--- config.mk ---
export PLATFORM = sky130hd
export DESIGN_NAME = screen_draw_sequencer
export DESIGN_NICKNAME = d
export VERILOG_FILES = /design/src/rtl/screen_draw_sequencer.sv
export SDC_FILE = /design/constraint.sdc
export NUM_CORES = 1
export LEC_CHECK = 0
export BUFFER_PORTS_ARGS = -buffer_cell sky130_fd_sc_hd__buf_2
export CELL_PAD_IN_SITES_DETAIL_PLACEMENT = 1
export CELL_PAD_IN_SITES_GLOBAL_PLACEMENT = 2
export CORE_AREA = 3 3 107 109
export CTS_CLUSTER_SIZE = 12
export DETAILED_ROUTE_END_ITERATION = 8
export DIE_AREA = 0 0 110 112
export GPL_TIMING_DRIVEN = 0
export HOLD_SLACK_MARGIN = 0.12
export PLACE_DENSITY_LB_ADDON = 0.1
export SLEW_MARGIN = 0
export SYNTH_ARGS = -nofsm -noshare
export SYNTH_HDL_FRONTEND = slang
export SYNTH_SLANG_ARGS = --single-unit
--- constraint.sdc ---
create_clock -name clock -period 6.84 [get_ports clock]
set_clock_uncertainty 0.15 [all_clocks]
set_input_delay 1.368 -clock clock [delete_from_list [all_inputs] [get_ports clock]]
set_output_delay 1.368 -clock clock [all_outputs]
set_load 0.02 [all_outputs]
--- src/rtl/screen_draw_sequencer.sv ---
// Arbitrates draw requests onto one VGA plot port and streams the granted screen
// from the screen ROM, one pixel per clock, in raster order.
module screen_draw_sequencer #(
  parameter int NREQ     = 10,
  parameter int SCREEN_W = 160,
  parameter int SCREEN_H = 120,
  parameter int ROM_LAT  = 1
) (
  input  logic            clock,
  input  logic            reset,
  input  logic [NREQ-1:0] req,
  output logic [NREQ-1:0] done,
  output logic            busy,
  output logic [18:0]     rom_addr,
  input  logic [2:0]      rom_data,
  output logic [7:0]      vga_x,
  output logic [6:0]      vga_y,
  output logic [2:0]      vga_colour,
  output logic            vga_plot,
  output logic [2:0]      state
);

  localparam logic [2:0] ST_IDLE    = 3'd0;
  localparam logic [2:0] ST_SCAN    = 3'd1;
  localparam logic [2:0] ST_DRAIN   = 3'd2;
  localparam logic [2:0] ST_DONE    = 3'd3;
  localparam logic [2:0] ST_RELEASE = 3'd4;

  localparam logic [7:0] X_LAST = 8'(SCREEN_W - 1);
  localparam logic [6:0] Y_LAST = 7'(SCREEN_H - 1);

  // Handshake: req[i] is a level held by the requester until it sees the one-cycle
  // done[i]; the grant lasts until req[id] falls, and a fall before done aborts the draw.
  logic [3:0]      id_q;
  logic [3:0]      pick;
  logic [7:0]      x_q;
  logic [6:0]      y_q;
  logic [14:0]     pix_q;
  logic            req_id;
  logic            issue;
  logic            abort;
  logic            drain_done;
  logic [NREQ-1:0] id_onehot;

  logic [ROM_LAT:0] pipe_v;
  logic [7:0]       pipe_x [ROM_LAT+1];
  logic [6:0]       pipe_y [ROM_LAT+1];

  always_comb begin
    pick = '0;
    for (int i = NREQ - 1; i >= 0; i--) begin
      if (req[i]) pick = 4'(i);
    end
  end

  assign req_id     = req[id_q];
  assign issue      = (state == ST_SCAN) && req_id;
  assign abort      = ((state == ST_SCAN) || (state == ST_DRAIN)) && !req_id;
  // Drain ends once the last issued pixel is the only one left and is on the plot port.
  assign drain_done = pipe_v[ROM_LAT] && !(|pipe_v[ROM_LAT-1:0]);
  assign id_onehot  = {{(NREQ-1){1'b0}}, 1'b1} << id_q;

  assign done       = (state == ST_DONE) ? id_onehot : '0;
  assign busy       = (state != ST_IDLE);
  assign vga_plot   = pipe_v[ROM_LAT];
  assign vga_x      = pipe_x[ROM_LAT];
  assign vga_y      = pipe_y[ROM_LAT];
  assign vga_colour = vga_plot ? rom_data : 3'd0;

  always_ff @(posedge clock) begin
    if (reset) begin
      state    <= ST_IDLE;
      id_q     <= '0;
      x_q      <= '0;
      y_q      <= '0;
      pix_q    <= '0;
      rom_addr <= '0;
    end else begin
      case (state)
        ST_IDLE: begin
          if (|req) begin
            id_q  <= pick;
            x_q   <= '0;
            y_q   <= '0;
            pix_q <= '0;
            state <= ST_SCAN;
          end
        end
        ST_SCAN: begin
          if (!req_id) begin
            state <= ST_IDLE;
          end else begin
            rom_addr <= {id_q, pix_q};
            if ((x_q == X_LAST) && (y_q == Y_LAST)) begin
              state <= ST_DRAIN;
            end else if (x_q == X_LAST) begin
              x_q <= '0;
              y_q <= y_q + 7'd1;
            end else begin
              x_q <= x_q + 8'd1;
            end
            pix_q <= pix_q + 15'd1;
          end
        end
        ST_DRAIN: begin
          if (!req_id)         state <= ST_IDLE;
          else if (drain_done) state <= ST_DONE;
        end
        ST_DONE:    state <= ST_RELEASE;
        ST_RELEASE: if (!req_id) state <= ST_IDLE;
        default:    state <= ST_IDLE;
      endcase
    end
  end

  // Coordinates travel alongside the ROM read so they meet rom_data at the plot port.
  always_ff @(posedge clock) begin
    if (reset) begin
      pipe_v <= '0;
      for (int i = 0; i <= ROM_LAT; i++) begin
        pipe_x[i] <= '0;
        pipe_y[i] <= '0;
      end
    end else begin
      pipe_v[0] <= issue;
      pipe_x[0] <= x_q;
      pipe_y[0] <= y_q;
      for (int i = 1; i <= ROM_LAT; i++) begin
        pipe_v[i] <= pipe_v[i-1] & ~abort;
        pipe_x[i] <= pipe_x[i-1];
        pipe_y[i] <= pipe_y[i-1];
      end
    end
  end

endmodule

==> run_results.csv, run 1 <==
group,metric,value,unit
run_status,status,"finished, final reports clean",
clocking,root_buffer,"clkbuf_8",
logic_synthesis,synth_edf_count,0,
layout,syn2layout_area_growth,18.25,%
logic_synthesis,ys_ff_latch,88,
sta,rsz0062_at_grt,"no",
clocking,cts_buffers,9,
power,p_leak,0.001814,uW
sta,final_hold_viol_count,0,
clocking,cts_hold_buf,0,
drt,routed_wl,9.920,mm
setup_path,max_stage_delay,0.61,ns
setup_path,path_buf_inv,3,
layout,fill_cells,1306,
grt,grt_pass1_vias,3325,
grt,grt_max_degree,15,
clocking,cts_tree,"yes",
die,dieArea,12320,um^2
clocking,cts_buffer_depth,2,
die,fp.dieH,112,um
clocking,cts.repair.resized,0,
logic_synthesis,synth_nets,448,
drt,detail-route-antenna-nets,0,
setup_path,path_cells,"buf_2 -> or4_4 -> o41ai_4 -> a21boi_4 -> and2_4 -> buf_6 -> buf_6 -> nor3_1 -> a21o_1",
drt,drt_iter0_markers,88,
drt,drt_first_pass_iters,4,
drt,wire_per_inst,15.21,um
setup_path,path_depth,9,
power,p_per_area,215.1,nW/um^2
logic_synthesis,synth.avg_cell_area,8.849,um^2
place,place.gp.congestion,0.7392,
drt,vias_per_cell,4.983,
job,cap_violations,0,
setup_path,rr_worst_depth,8,
setup_path,cp.required,6.94,ns
setup_path,path_common_cell,"buf_6",
logic_synthesis,yosys-top-cells-area,"dfxtp_1 46%, nand2_1 5.8%, nor2b_1 5.3%",
layout,fin_nets,525,
setup_path,critical_path_class,"primary input to flip-flop",
logic_synthesis,synth_area_leader_cell,"dfxtp_1",
clocking,path_clk_slew,0.08,ns
die,fp.coreArea,10700,um^2
logic_synthesis,netlist_instances,430,
clocking,clk_latency,0.35,ns
grt,antenna_found_initial,0,
grt,grt_pass1_wl,16.81,mm
layout,final_cell_mix,"88 x dfxtp_1, 69 x buf_2, 59 x nand2_1",
place,port_buffers,66,
clocking,clock-sinks,88,
logic_synthesis,synth_top_area_share,46.30,%
hold_path,min_path_type,"flip-flop to flip-flop",
setup_path,endpoint_kind,"flip-flop",
hold_path,worstHoldPathCells,1,
sta,slew_headroom,46.63,%
sta,slew_violations,0,
die,chipWidth,110,um
setup_path,path_delay_family,"compound AO/OA/AOI/OAI gates",
sta,setup_viol,0,
grt,grt_usage,17.16,%
sta,tightest_slew,0.7975,ns
drt,drc,0,
logic_synthesis,synth_ff_type,"dfxtp_1",
clocking,postCtsSetupBuffers,0,
layout,layout_commonest_cell,"dfxtp_1",
power,peakVddDrop,0.1149,mV
sta,fin_tns_setup,0,ns
setup_path,slowest_stage,"o41ai_4",
setup_path,crit_fanout,10,
logic_synthesis,synth_warnings,0,
layout,drive_above_1_share,22.85,%
sta,period_needed,3.601,ns
die,start_util,35.57,%
logic_synthesis,syn_area,3805,um^2
die,num_rows,38,
power,finalPower,967.7,uW
setup_path,critPathArrivalTime,3.70,ns
layout,diodes,0,
logic_synthesis,synth.distinct_cells,61,
die,ioPinCount,67,
logic_synthesis,async_flop_share,0,%
place,dpl.hpwl,7.409,mm
setup_path,start_kind,"primary input",
logic_synthesis,synth_seq_area_share,46.30,%
grt,grt_overflow,0,
clocking,htree_levels,3,
sta,period_share,52.65,%
drt,vias,3249,
sta,fmax,0.2777,GHz
## synthesized netlist by cell type, drive strengths merged, types with 5 or more instances
cell / count
dfxtp: 88
nand2: 59
a21oi: 38
nor2: 33
nor2b: 32
buf: 22
nand3: 15
clkbuf: 14
nor3: 10
and2: 8
nand2b: 8
o21ai: 8
mux2i: 7
or4: 7
nand4: 6
a31oi: 5
and3: 5
inv: 5
o31ai: 5
xnor2: 5
## area by class of cell
class	instances	area, um^2	area share, %
buffer	36	214.0	4.755
clock buffer	11	131.4	2.920
clock inverter	5	57.56	1.279
inverter	5	18.77	0.4171
multi-input combinational	301	1810	40.24
sequential	88	1762	39.15
tap	140	175.2	3.893
timing repair buffer	66	330.3	7.341
## path summary, 6_finish.rpt
path	start	end	slack, ns
worst max-delay path	req[0]	x_q[1]	3.24
worst min-delay path	pipe_x[0][7]	pipe_x[0][15]	0.29
worst max register to register	id_q[0]	rom_addr[16]	3.83
worst min register to register	pipe_x[0][7]	pipe_x[0][15]	0.29
## per-layer routing
layer	part of all wire [%]	up-vias	GRT usage (%)
met5	0	-	0
met4	1.3	0	5.320
met3	3.3	9	3.304
met2	48	41	28.24
met1	47	1560	22.51
li1	-	1639	-
## power breakdown
group / internal, uW / leakage, uW / total (uW) / switching [uW]
Clock: 169 / 0.0000856 / 351 / 182
Sequential: 517 / 0.000710 / 522 / 4.43
Combinational: 30.6 / 0.00102 / 95.3 / 64.7
Total: 716 / 0.00181 / 968 / 251
## state kept, by name (all words and copies together), names as in the netlist
register and flops:
rom_addr 19, pipe_x 16, pix_q 15, pipe_y 14, x_q 8, y_q 7
id_q 4, state 3, pipe_v 2
## logic make-up (layout without fill, tap and decap cells)
family,after synthesis,count (layout),share of synthesized area [%]
XOR/XNOR,6,6,1.381
AO/OA/AOI/OAI,81,81,14.40
AND/OR/NAND/NOR,201,201,28.08
buffers and inverters,41,123,6.116
adder cells (fa/ha/maj),3,3,0.9866
multiplexers,10,10,2.729
flip-flops,88,88,46.30
## through the flow
step	instance area (um^2)	worst slack [ns]	utilization, %	hold slack (ns)	instances
finish	4499	3.239	42.06	0.2929	652
global route	4499	2.978	42.06	0.3077	652
CTS	4499	3.212	42.06	0.2979	652
detailed placement	4310	2.828	40.29	0.2766	636
global placement	4310	2.817	40.29	0.2691	636
floorplan	3805	3.313	-	0.2638	430
No activity file was read; power rests on OpenSTA's default activity.
==> run 2, diff against run 1 <==
ABC_AREA = 1   (was not set)
CORE_AREA = 3 3 124 126   (was 3 3 107 109)
DIE_AREA = 0 0 127 129   (was 0 0 110 112)
clock period = 2.9 ns   (was 6.84 ns; I/O delays follow)
==> run_results.csv, run 2 <==
group,metric,value,unit
run_status,status,"finished, final reports clean",
clocking,root_buffer,"clkbuf_16",
die,chipWidth,127,um
clocking,clk_latency,0.35,ns
drt,drt_first_pass_iters,4,
logic_synthesis,yosys-top-cells-area,"dfxtp_1 44%, nor2_1 9.1%, nand2_1 8.0%",
drt,vias_per_cell,4.531,
sta,slew_violations,0,
logic_synthesis,ys_ff_latch,88,
layout,final_cell_mix,"96 x nor2_1, 88 x dfxtp_1, 85 x nand2_1",
sta,rsz0062_at_grt,"no",
setup_path,cp.required,2.17,ns
layout,diodes,0,
layout,layout_commonest_cell,"nor2_1",
place,dpl.hpwl,8.508,mm
grt,grt_max_degree,16,
layout,regMostFlops,"rom_addr",
drt,drt_iter0_markers,122,
logic_synthesis,syn_area,3971,um^2
logic_synthesis,synth_area_leader_cell,"dfxtp_1",
sta,fmax,0.4001,GHz
grt,grt.met2_usage,24.38,%
die,fp.dieH,129,um
grt,grt_pass1_wl,19.01,mm
job,cap_violations,0,
logic_synthesis,synthTopCellsByCount,"96 x nor2_1, 88 x dfxtp_1, 85 x nand2_1, 73 x inv_1, 47 x a21oi_1",
clocking,cts_hold_buf,0,
drt,wire_per_inst,14.06,um
power,peakVddDrop,0.3372,mV
grt,grt_overflow,0,
drt,vias,3675,
hold_path,whs_endpoint,"pipe_y[0][7]",
logic_synthesis,synth.distinct_cells,39,
logic_synthesis,synth_top_area_share,44.36,%
clocking,cts_buffers,9,
sta,period_needed,2.499,ns
setup_path,start_kind,"flip-flop",
setup_path,r2r_setup_slack,0.71,ns
grt,grt_pass1_vias,3708,
clocking,cts_tree,"yes",
setup_path,crit_fanout,5,
setup_path,critical_path_class,"flip-flop to output pin",
hold_path,min_path_type,"flip-flop to flip-flop",
grt,grt.met1_usage,18.70,%
logic_synthesis,async_flop_share,0,%
drt,detail-route-antenna-nets,0,
drt,drc,0,
clocking,cts.repair.resized,0,
layout,syn2layout_area_growth,21.36,%
setup_path,rr_worst_depth,14,
die,start_util,27.53,%
setup_path,critPathArrivalTime,1.77,ns
layout,top_regs,"rom_addr (19), pipe_x (16), pix_q (15)",
grt,grt_busiest_layer,"met2",
power,p_leak,0.002095,uW
layout,fin_util,33.41,%
logic_synthesis,synth_warnings,0,
logic_synthesis,synth_edf_count,0,
logic_synthesis,synth_ff_type,"dfxtp_1",
logic_synthesis,synth.most_common_cell,"nor2_1",
hold_path,worstHoldPathCells,2,
grt,grt_usage,14.70,%
die,fp.coreArea,14420,um^2
logic_synthesis,synth_seq_area_share,44.36,%
layout,largest_reg_flops,19,
die,dieArea,16380,um^2
logic_synthesis,netlist_instances,546,
clocking,cts_buffer_depth,2,
sta,final_hold_viol_count,0,
sta,slew_headroom,54.58,%
place,place.gp.congestion,0.7953,
die,ioPinCount,67,
logic_synthesis,synth.avg_cell_area,7.273,um^2
logic_synthesis,synth_nets,564,
layout,fin_nets,640,
drt,routed_wl,11.40,mm
hold_path,hp-start,"pipe_y[0][0]",
clocking,postCtsSetupBuffers,0,
die,num_rows,44,
place,port_buffers,65,
grt,grt_use_met3,3.570,%
clocking,htree_levels,3,
sta,fin_tns_setup,0,ns
grt,antenna_found_initial,0,
clocking,path_clk_slew,0.06,ns
setup_path,r2r-start,"pix_q[0]",
sta,setup_viol,0,
clocking,clock-sinks,88,
sta,period_share,86.19,%
power,p_per_area,885.1,nW/um^2
setup_path,r2r-end,"pix_q[12]",
sta,tightest_slew,0.6812,ns
layout,drive_above_1_share,20.10,%
setup_path,endpoint_kind,"output pin",
[run 2: cell count changes after synthesis, sizes merged, moves of 9 or more]
cell | before | now
inv | 5 | 76
nor2 | 33 | 100
nand2 | 59 | 93
nor2b | 32 | 0
o21ai | 8 | 34
nand3 | 15 | 27
a21oi | 38 | 47
[run 2: layer usage]
| metal | routed length [um] | vias to the layer above |
|---|---|---|
| li1 | - | 1883 |
| met1 | 5453 | 1727 |
| met2 | 5364 | 53 |
| met3 | 397 | 12 |
| met4 | 187 | 0 |
| met5 | 0 | - |
[run 2: final cells by class]
type                            instances  area (um^2)
Sequential cell                        88         1762
Inverter                               76        295.3
Multi-Input combinational cell        349         1685
Buffer                                 33        229.0
Timing Repair Buffer                   65        325.3
Clock buffer                           11        252.7
Clock inverter                          5        40.04
Fill cell                            1832         9604
Tap cell                              184        230.2
[run 2: critical path: stages, from the launching register on]
cell     delay, ns
dfxtp_1       0.44
inv_1         0.12
nor3_1        0.34
inv_1         0.13
nor4_1        0.18
buf_2         0.21
[run 2: cells by family (layout without fill, tap and decap cells)]
kind of cell	Yosys count	after routing	synth area share (%)
DFF	88	88	44.36
and+or+nand+nor	250	250	27.85
adders and majority gates	3	3	0.9453
xor gates and xnor gates	5	5	1.103
buffers and inverters	109	190	13.20
AOI/OAI and AO/OA	91	91	12.54
[run 2: power by group]
group          switching, uW  total [uW]  leakage [uW]  internal [uW]
sequential               116        1500      0.000713           1380
clock                    513        1140      0.000134            632
combinational           1130        1620       0.00125            497
[run 2: worst max path at each step]
stage / start / end / slack, ns / depth (start not counted)
after floorplan: state[0] / done[8] / 0.56 / 4
after global placement: req[0] / id_q[0] / 0.41 / 8
after detailed placement: req[0] / id_q[1] / 0.38 / 8
after CTS: state[0] / done[8] / 0.35 / 5
after global routing: state[0] / done[3] / 0.15 / 5
final: state[0] / done[8] / 0.40 / 5
[run 2: stage by stage]
step	cell area [um^2]	hold WS, ns	setup WS [ns]	cells	total power (uW)
6_report	4820	0.2514	0.4006	811	4266
5_1_grt	4820	0.2687	0.1509	811	4598
4_1_cts	4820	0.2549	0.3472	811	4381
3_5_place_dp	4527	0.2453	0.3800	795	3191
3_3_place_gp	4527	0.2394	0.4072	795	3171
2_1_floorplan	3971	0.2383	0.5648	546	2638
